### src/rtl/pe_pkg.sv
// rtl/pe_pkg.sv - shared types and widths for the PE window loader
package pe_pkg;
  localparam int FILTER_WIDTH = 8;
  localparam int ROW_W = 3 * FILTER_WIDTH;
  localparam int WIN_W = 9 * FILTER_WIDTH;

  typedef enum logic {LOAD, ISSUE} loader_state_t;
  typedef logic [1:0] row_idx_t;

  localparam row_idx_t ROW_ILLEGAL = 2'd3;
endpackage

### src/rtl/pe_row_bank.sv
// rtl/pe_row_bank.sv - three-row register bank with per-row valid mask
module pe_row_bank
  import pe_pkg::*;
#(
  parameter int ROW_W = pe_pkg::ROW_W
) (
  input  logic               clk,
  input  logic               rst,
  input  logic               wr_en,
  input  logic [1:0]         wr_idx,
  input  logic [ROW_W-1:0]   wr_data,
  input  logic               clear_mask,
  output logic [3*ROW_W-1:0] rows_flat,
  output logic               full
);

  logic [ROW_W-1:0] rows [3];
  logic [2:0]       mask;

  // A write in the same cycle as a clear leaves that row marked valid.
  always_ff @(posedge clk) begin
    if (rst) begin
      for (int i = 0; i < 3; i++) rows[i] <= '0;
      mask <= '0;
    end else begin
      if (clear_mask) mask <= '0;
      if (wr_en && wr_idx != ROW_ILLEGAL) begin
        rows[wr_idx] <= wr_data;
        mask[wr_idx] <= 1'b1;
      end
    end
  end

  assign rows_flat = {rows[2], rows[1], rows[0]};
  assign full      = &mask;

endmodule

### src/rtl/pe_window_loader.sv
// rtl/pe_window_loader.sv - collects filter/ifmap rows and issues 3x3 windows
// Optional PE_LOADER_STATS_EN adds win_count/drop_count outputs.
module pe_window_loader
  import pe_pkg::*;
#(
  parameter int FILTER_WIDTH = 8,
  parameter int NUM_ROWS     = 3
) (
  input  logic                        clk,
  input  logic                        rst,
  input  logic                        in_valid,
  output logic                        in_ready,
  input  logic                        in_timestep,
  input  logic                        in_ifmapb_filter,
  input  logic [1:0]                  in_filter_row,
  input  logic [3*FILTER_WIDTH-1:0]   in_data,
  output logic                        out_valid,
  input  logic                        out_ready,
  output logic                        out_timestep,
  output logic [9*FILTER_WIDTH-1:0]   out_filter,
  output logic [9*FILTER_WIDTH-1:0]   out_ifmap,
`ifdef PE_LOADER_STATS_EN
  output logic [15:0]                 win_count,
  output logic [7:0]                  drop_count,
`endif
  output logic                        err_row,
  output logic                        err_ts
);

  localparam int RW = 3 * FILTER_WIDTH;

  loader_state_t state, state_next;
  logic exp_ts;
  logic filt_full, ifm_full;
  logic accept, row_legal, ts_ok, filt_wr, ifm_wr, drop, issue_done;
  logic [NUM_ROWS*RW-1:0] filt_rows, ifm_rows;

  assign accept     = in_valid && in_ready;
  assign row_legal  = in_filter_row != ROW_ILLEGAL;
  assign ts_ok      = in_timestep == exp_ts;
  assign filt_wr    = accept && row_legal && in_ifmapb_filter;
  assign ifm_wr     = accept && row_legal && !in_ifmapb_filter && ts_ok;
  assign drop       = accept && (!row_legal || (!in_ifmapb_filter && !ts_ok));
  assign issue_done = out_valid && out_ready;

  always_comb begin
    state_next = state;
    in_ready   = 1'b0;
    out_valid  = 1'b0;
    case (state)
      LOAD: begin
        in_ready = !rst;
        if (filt_full && ifm_full) state_next = ISSUE;
      end
      ISSUE: begin
        out_valid = 1'b1;
        if (out_ready) state_next = LOAD;
      end
      default: state_next = LOAD;
    endcase
  end

  always_ff @(posedge clk) begin
    if (rst) begin
      state   <= LOAD;
      exp_ts  <= 1'b0;
      err_row <= 1'b0;
      err_ts  <= 1'b0;
    end else begin
      state <= state_next;
      if (issue_done) exp_ts <= ~exp_ts;
      if (accept && !row_legal) err_row <= 1'b1;
      if (accept && row_legal && !in_ifmapb_filter && !ts_ok) err_ts <= 1'b1;
    end
  end

  // Filter rows persist across windows; only the ifmap mask is cleared on issue.
  pe_row_bank #(.ROW_W(RW)) u_filt_bank (
    .clk        (clk),
    .rst        (rst),
    .wr_en      (filt_wr),
    .wr_idx     (in_filter_row),
    .wr_data    (in_data),
    .clear_mask (1'b0),
    .rows_flat  (filt_rows),
    .full       (filt_full)
  );

  pe_row_bank #(.ROW_W(RW)) u_ifm_bank (
    .clk        (clk),
    .rst        (rst),
    .wr_en      (ifm_wr),
    .wr_idx     (in_filter_row),
    .wr_data    (in_data),
    .clear_mask (issue_done),
    .rows_flat  (ifm_rows),
    .full       (ifm_full)
  );

  assign out_filter   = filt_rows;
  assign out_ifmap    = ifm_rows;
  assign out_timestep = exp_ts;

`ifdef PE_LOADER_STATS_EN
  always_ff @(posedge clk) begin
    if (rst) begin
      win_count  <= '0;
      drop_count <= '0;
    end else begin
      if (issue_done) win_count <= win_count + 16'd1;
      if (drop && drop_count != 8'hFF) drop_count <= drop_count + 8'd1;
    end
  end
`endif

endmodule
### config.mk
export PLATFORM = sky130hd
export DESIGN_NAME = pe_window_loader
export DESIGN_NICKNAME = d
export VERILOG_FILES = /design/src/rtl/pe_pkg.sv /design/src/rtl/pe_row_bank.sv /design/src/rtl/pe_window_loader.sv
export SDC_FILE = /design/constraint.sdc
export NUM_CORES = 1
export LEC_CHECK = 0
export CAP_MARGIN = 10
export CELL_PAD_IN_SITES_DETAIL_PLACEMENT = 0
export CELL_PAD_IN_SITES_GLOBAL_PLACEMENT = 2
export CORE_MARGIN = 1
export CORE_UTILIZATION = 34
export DETAILED_ROUTE_END_ITERATION = 7
export HOLD_SLACK_MARGIN = 0.05
export PLACE_DENSITY_LB_ADDON = 0.1
export SETUP_SLACK_MARGIN = 0.02
export SLEW_MARGIN = 5
export SYNTH_ARGS = -nofsm -noshare
export SYNTH_HDL_FRONTEND = slang
export SYNTH_SLANG_ARGS = --single-unit
### constraint.sdc
create_clock -name clk -period 3.1 [get_ports clk]
set_input_delay 0.465 -clock clk [delete_from_list [all_inputs] [get_ports clk]]
set_output_delay 0.465 -clock clk [all_outputs]
set_load 0.03 [all_outputs]
---- Word-level counts from Yosys, hierarchy flattened ----
Memory sizes are Yosys's and may differ from the RTL's.
Cells that the tools add are included.
cells by class
  reductions and logical operators ........ 20
  divide/modulo/power cells ............... 0
  magnitude comparators ................... 2
  bitwise gates (word level) .............. 4
  multipliers ............................. 0
  add/subtract/negate cells ............... 0
  equality and inequality tests ........... 2
  mux-type cells .......................... 26
  shift operators ......................... 0
operators by type and width
  kind                                                        number
  2-to-1 mux 24 bit                                           2
  OR reduction 24 bit                                         2
  2-to-1 mux 1 bit                                            15
  2-to-1 mux 3 bit                                            5
  logical AND 1 bit                                           12
  bitwise OR 3 bit                                            2
  AND reduction 3 bit                                         2
  logical NOT 1 bit                                           4
  2-to-1 mux 2 bit                                            2
  less-than comparator 2 x 3 -> 1 bit, second input constant  1
  demux 1 bit (select 2 bit)                                  1
  >= comparator 2 x 1 -> 1 bit, second input constant         1
  != test 2 bit, second input constant                        1
  inverter 1 bit                                              2
  case mux 1 bit (2 select lines)                             1
  equality test 1 bit                                         1
storage, ports and cells
  bits in latches ......................... 0
  register bits ........................... 10
  memory bits (writable) .................. 144
  input port bits ......................... 32
  ROM bits ................................ 0
  logic and storage cells ................. 62
  output and inout port bits .............. 149
  memories ................................ 2
memories
  memory            depth  bits a word  read ports  clocked after memory_dff  wr ports  RTL line           text
  u_filt_bank.rows  3      24           3           0                         3         pe_row_bank.sv:17  logic [ROW_W-1:0] rows [3];
  u_ifm_bank.rows   3      24           3           0                         3         pe_row_bank.sv:17

---- Logic depth before layout (Yosys ltp) ----
Gate-level depths: netlist of the first run.
  depth after elaboration ................. 12
  gate-level depth with buffers ........... 4
  mapped depth without buffers ............ 3

---- By module ----
A second synthesis of the first run with hierarchy kept.
unflattened totals
  cell total of the unflattened synthesis .. 361
  area total of the unflattened synthesis .. 5,959.5 µm²
modules (own cells, without submodules)
  module                      sequential area each (µm²)  times used  area an instance (µm²)  cells each
  pe_row_bank at u_filt_bank  2,222.1                     1           2,869.0                 167
  pe_row_bank at u_ifm_bank   2,222.1                     1           2,864.0                 169
  pe_window_loader            80.1                        1           226.5                   25

---- Least setup slack after synthesis of the first run ----
Ideal clock, no wire load.
  path kind ............................... register -> register
  start ................................... register state
  end ..................................... memory u_ifm_bank.rows[2][0] (netlist name), enable pin
  slack ................................... 0.841 ns
  cell stages (with the launch flop) ...... 4
  buffers on the path ..................... 0
  arrival ................................. 1.900 ns
  setup time .............................. 0.358 ns
  period minus slack after synthesis ...... 2.259 ns
  required time ........................... 2.742 ns
  cell sequence ........................... dfxtp_1 > or4b_4 > nor4b_4 > or2_2
RTL lines
  item                      RTL line                text
  start: declaration        pe_window_loader.sv:32  loader_state_t state, state_next;
  start signal: assignment  pe_window_loader.sv:70  state <= state_next;
  end: declaration          pe_row_bank.sv:17

---- Final worst setup path of the first run ----
  start ................................... input rst
  end ..................................... output in_ready
between the ends
  cells in the longest elaborated chain, start to end .. 2
RTL lines
  item                RTL line                text
  start: declaration  pe_window_loader.sv:10  input logic rst,
  logical NOT 1 bit   pe_window_loader.sv:52  in_ready = !rst;
  2-to-1 mux 1 bit    pe_window_loader.sv:50  case (state)
  end: declaration    pe_window_loader.sv:12  output logic in_ready,
Every way passes these cells.

==> results of run 1 <==
## routing by layer
layer	track usage, %	vias up	part of all wire, %	routed length [µm]
li1	-	1631	-	-
met1	22.3	1707	44	6540
met2	27.5	135	47	6950
met3	6.34	15	7.0	1030
met4	6.32	0	1.4	201
met5	0	-	0	0
## cells in the mapped netlist, drive strengths merged
master     n  area [µm²]
a21o       6        45.0
a21oi      2        10.0
a22o       1        8.76
a41oi      1        8.76
and2     145         907
buf        6        42.5
clkbuf     7        26.3
dfxtp     10         200
edfxtp   144        4320
inv        3        11.3
nand2      2        7.51
nand4      1        6.26
nand4bb    1        11.3
nor2       3        11.3
nor3       2        10.0
nor3b      1        7.51
nor4       2        42.5
nor4b      1        23.8
o21ai      1        5.00
or2        6        37.5
or4b       1        13.8
xor2       2        17.5
## critical path, stage by stage
cell and delay [ns]:
clkdlybuf4s50_1 0.45, buf_4 0.19, nor2_1 0.08, clkdlybuf4s50_1 0.67
## layout make-up
type	instances	share of cell area, %
clock buffer	19	5.04
clock inverter	13	2.30
inverter	3	0.131
multi-input combinational	178	13.8
sequential	154	52.6
tap	220	3.20
timing repair buffer	197	22.9
## metrics by stage
step	instance area [µm²]	total power (W)	hold WS, ns	instances	setup slack, ns
after floorplan	5780	0.00278	0.426	348	0.841
after global placement	7970	0.00313	0.436	752	0.462
after detailed placement	7970	0.00314	0.442	752	0.410
after CTS	8600	0.00537	0.456	784	0.776
after global routing	8600	0.00547	0.484	784	0.725
final	8600	0.00532	0.454	784	0.778
## where the power goes
group | internal, W | switching (W) | total (W)
Clock | 0.00142 | 0.000814 | 0.00223
Combinational | 0.000258 | 0.000397 | 0.000655
Sequential | 0.00239 | 0.0000400 | 0.00243
Total | 0.00407 | 0.00125 | 0.00532
## worst paths after layout
path | end | startpoint
min | u_filt_bank.mask[0] | u_filt_bank.mask[0]
min reg2reg | u_filt_bank.mask[0] | u_filt_bank.mask[0]
max reg2reg | u_ifm_bank.rows[2][12] | state
max | in_ready | rst
## cell families (layout without fill, tap and decap cells)
| logic type | count (synthesis) | after routing | synth area share [%] |
|---|---|---|---|
| simple gates | 165 | 165 | 18.7 |
| flops | 154 | 154 | 78.3 |
| buf+inv | 16 | 232 | 1.39 |
| compound gates | 11 | 11 | 1.34 |
| xor+xnor | 2 | 2 | 0.303 |
## state kept, by name (all words and copies together), names as in the netlist
register / count
out_timestep: 1
u_filt_bank.rows: 72
u_ifm_bank.mask: 3
u_ifm_bank.rows: 72
state: 1
u_filt_bank.mask: 3
err_row: 1
err_ts: 1
==> out/metrics.cfg, run 1 <==
[run_status]
status=finished clean

[critical_path]
start_kind=primary input
required_ns=2.63
end_kind=output port
r2r.worst_path.cells=4
crit_type=in2out
reg2reg_slack_ns=0.99
critPathArrivalTime_ns=1.86
worst-path-max-fanout=12

[layout]
final_common_cell=clkdlybuf4s50_1
layout_common_cells=clkdlybuf4s50_1 (180), and2_1 (145), edfxtp_1 (144)
diodes=0
nets=583
area.sequential_um2=4520
fin_util_pct=51.8
multi_input_area_um2=1190
layout-drive-gt1-share_pct=10.1
fillerInstances=1413
area_growth_pct=48.8

[logic_synthesis]
netlist_instances=348
netlist_area_um2=5780
ys_warn_count=0
synth_nets=380
synth-seq-cells=154
seq_area_frac_synth_pct=78.3
synth.distinct_cells=23
postSynthAreaPerCell_um2=16.6

[sta]
period_share_pct=74.9
slew_headroom_pct=69.7
min_period_ns=2.32
finalClockSkew_ns=0.00649
finalHoldViolCount=0
fmax_mhz=431
drv_slew=0
tns_ns=0
tightest_slew_ns=0.453
rsz0062_at_grt=false
setup_viol=0

[clock_tree]
cts_tree=yes
clockBufferDepth=2
holdBufCountCts=0
cts_max_level=4
cts_sinks=154
root_buffer=clkbuf_16
post_cts_buffers=0
cts.repair.resized=0
cts_buffers=17
path_clk_slew_ns=0.06
clock_latency_ns=0.42

[run]
maxCapViolCount=0

[route]
dr.pass1.iters=4
drt_iter0_drc=175
ant_nets=0
vias_per_cell=4.45
wirelength_um=14700
drc=0
vias=3488
wl_per_cell_um=18.8

[power_and_ir_drop]
leakage_nw=3.14
powerDensity_nw_per_um2=619
ir_drop_uv=381

[placed_design]
dp_hpwl_um=9880
portBuffers=180
gp_congestion=0.720

[min_path]
hp-class=reg2reg
whs_path_depth=1

[global_route]
grt_first_pass_wirelength_um=22000
grt_max_degree=26
track_usage_pct=17.5
grt-ovfl-total=0
first_global_vias=3559
antenna_found_initial=0

[die]
die_x_um=132
ioPinCount=181
die_area_um2=17500
coreArea_um2=16600
die_h_um=132
num_rows=47
initial_core_util_pct=34.8

(Power assumes the default switching activity.)
==> run 2: changes to the inputs <==
--- a/config.mk
+++ b/config.mk
@@ -9,7 +9,7 @@
 export CELL_PAD_IN_SITES_DETAIL_PLACEMENT = 0
 export CELL_PAD_IN_SITES_GLOBAL_PLACEMENT = 2
 export CORE_MARGIN = 1
-export CORE_UTILIZATION = 34
+export CORE_UTILIZATION = 32
 export DETAILED_ROUTE_END_ITERATION = 7
 export HOLD_SLACK_MARGIN = 0.05
 export PLACE_DENSITY_LB_ADDON = 0.1
==> constraint.sdc (replaced) <==
create_clock -name clk -period 2.4 [get_ports clk]
set_input_delay 0.36 -clock clk [delete_from_list [all_inputs] [get_ports clk]]
set_output_delay 0.36 -clock clk [all_outputs]
set_load 0.03 [all_outputs]
==> run 2 against run 1 <==
Compared with the run above:
- critical path depth did not move
- die area rose by 6.2%
- largest cell class unchanged
- register-to-register slack got worse by 0.52 ns
- highest routed layer unchanged
- routed wire length barely moved
- sequential share of layout area fell by 0.12 points
- via count fell by 0.95%
- hold slack improved by 0.0012 ns
==> out/metrics.cfg, run 2 (synthesized netlist as in run 1, its figures left out) <==
[power_and_ir_drop]
p_sw_share_pct=23.9  ; +0.35 points
pwr-share-clk_pct=38.3  ; -3.7 points
powerDensity_nw_per_um2=754  ; +22%
internal-power_w=0.00494  ; +22%
seqPwrFrac_pct=48.3  ; +2.6 points
power_switching_w=0.00155  ; +24%
leakage_nw=3.15  ; +0.47%
p_comb_share_pct=13.5  ; +1.2 points
ir_drop_uv=481  ; +26%

[sta]
finalHoldViolCount=0  ; unchanged
setup_viol=0  ; unchanged
slew_headroom_pct=67.7  ; -2.0 points
min_period_ns=2.08
drv_slew=0  ; unchanged
layout_setup_ws_ns=0.318  ; -0.460 ns
tns_ns=0  ; unchanged
tightest_slew_ns=0.484  ; +0.0303 ns
period_share_pct=86.7
rsz0062_at_grt=false
fmax_mhz=480
finalClockSkew_ns=0.00725  ; +0.000757 ns

[route]
vias_per_cell=4.37  ; -1.8%
dr.pass1.iters=4  ; unchanged
vias=3455  ; -0.95%
drc=0  ; unchanged
drt_iter0_drc=145  ; -17%
ant_nets=0  ; unchanged
wl_per_cell_um=18.6  ; -0.95%
wirelength_um=14700  ; about the same

[clock_tree]
root_buffer=clkbuf_16
cts.repair.resized=0  ; unchanged
path_clk_slew_ns=0.05  ; about the same
cts_tree=yes
post_cts_buffers=0  ; unchanged
clock_latency_ns=0.41  ; about the same
holdBufCountCts=0  ; unchanged
cts_sinks=154  ; unchanged
cts_buffers=17  ; unchanged
clockBufferDepth=2  ; unchanged
cts_max_level=4  ; unchanged

[critical_path]
required_ns=2.04  ; -0.59 ns
path_cells=clkdlybuf4s50_1 > buf_4 > nor2_1 > clkdlybuf4s50_1
slowest_delay_ns=0.67  ; about the same
critPathArrivalTime_ns=1.72  ; -0.14 ns
reg2reg_slack_ns=0.47  ; -0.52 ns
end_kind=output port
cp_common_cell=clkdlybuf4s50_1
r2r.worst_path.cells=4  ; unchanged
worst-path-max-fanout=12  ; unchanged
cpMaxStageDelayCell=clkdlybuf4s50_1
crit_type=in2out
start_kind=primary input

[layout]
nets=587  ; +0.69%
layout-drive-gt1-share_pct=10.1  ; -0.036 points
final_common_cell=clkdlybuf4s50_1
final_cells=791  ; +0.89%
layout_common_cells=clkdlybuf4s50_1 (180), and2_1 (145), edfxtp_1 (144)
finish.instance_area_um2=8620  ; +0.23%
reg_top3=u_filt_bank.rows x72, u_ifm_bank.rows x72
fin_util_pct=49.3  ; -2.5 points
area_growth_pct=49.1
diodes=0  ; unchanged

[placed_design]
dp_hpwl_um=10000  ; +1.3%
place_area_um2=8080  ; +1.4%
portBuffers=180  ; unchanged
place_ws_ns=0.0232  ; -0.387 ns
gp_congestion=0.720  ; about the same
dp.cells=761  ; +1.2%

[run]
maxCapViolCount=0  ; unchanged

[global_route]
grt_max_degree=26  ; unchanged
grt-ovfl-total=0  ; unchanged
antenna_found_initial=0  ; unchanged
track_usage_pct=16.5  ; -1.0 points
first_global_vias=3511  ; -1.3%
grt_first_pass_wirelength_um=21500  ; -2.6%

[die]
die_x_um=136  ; +3.0%
die_h_um=136  ; +3.0%
die_area_um2=18600  ; +6.2%
ioPinCount=181  ; unchanged
coreArea_um2=17500  ; +5.4%
initial_core_util_pct=33.1  ; -1.8 points
num_rows=48  ; +2.1%

[min_path]
hp-class=reg2reg
whs_path_depth=1  ; unchanged

[run_status]
status=finished clean

run 2: power groups by stage:
stage	combinational (W)	sequential (W)	clock (W)
6_report	0.000874	0.00313	0.00249
4_1_cts	0.000886	0.00314	0.00255
2_1_floorplan	0.0000789	0.00351	0
3_3_place_gp	0.000881	0.00319	0
5_1_grt	0.000912	0.00315	0.00265
3_5_place_dp	0.000883	0.00319	0
run 2: worst max-delay path, delay by kind of cell:
family / cells / cell delay [ns]
buffers and inverters: 3 / 1.27
AND/OR/NAND/NOR: 1 / 0.09
run 2: path summary, 6_finish.rpt:
kind,start,end
min,u_ifm_bank.mask[0],u_ifm_bank.mask[0]
min reg2reg,u_ifm_bank.mask[0],u_ifm_bank.mask[0]
max reg2reg,state,u_ifm_bank.rows[2][9]
max,rst,in_ready
run 2: layout make-up:
class                           instances  area [µm²]
Clock buffer                           20         437
Sequential cell                       154        4520
Timing Repair Buffer                  201        2070
Clock inverter                         10         103
Inverter                                3        11.3
Fill cell                            1489        8860
Tap cell                              225         282
Multi-Input combinational cell        178        1190
run 2: stage by stage:
| step | total power (W) | hold slack, ns |
|---|---|---|
| after floorplan | 0.00359 | 0.426 |
| after global placement | 0.00407 | 0.437 |
| after detailed placement | 0.00407 | 0.442 |
| after CTS | 0.00657 | 0.456 |
| after global routing | 0.00671 | 0.463 |
| final | 0.00649 | 0.455 |
run 2: layer usage:
metal  up-vias  GRT usage, %  share of wire, %
met3        17          5.85               7.2
met1      1667          20.6                43
met4         0          6.30               1.5
met2       132          26.1                48
li1       1639             -                 -
met5         -             0                 0
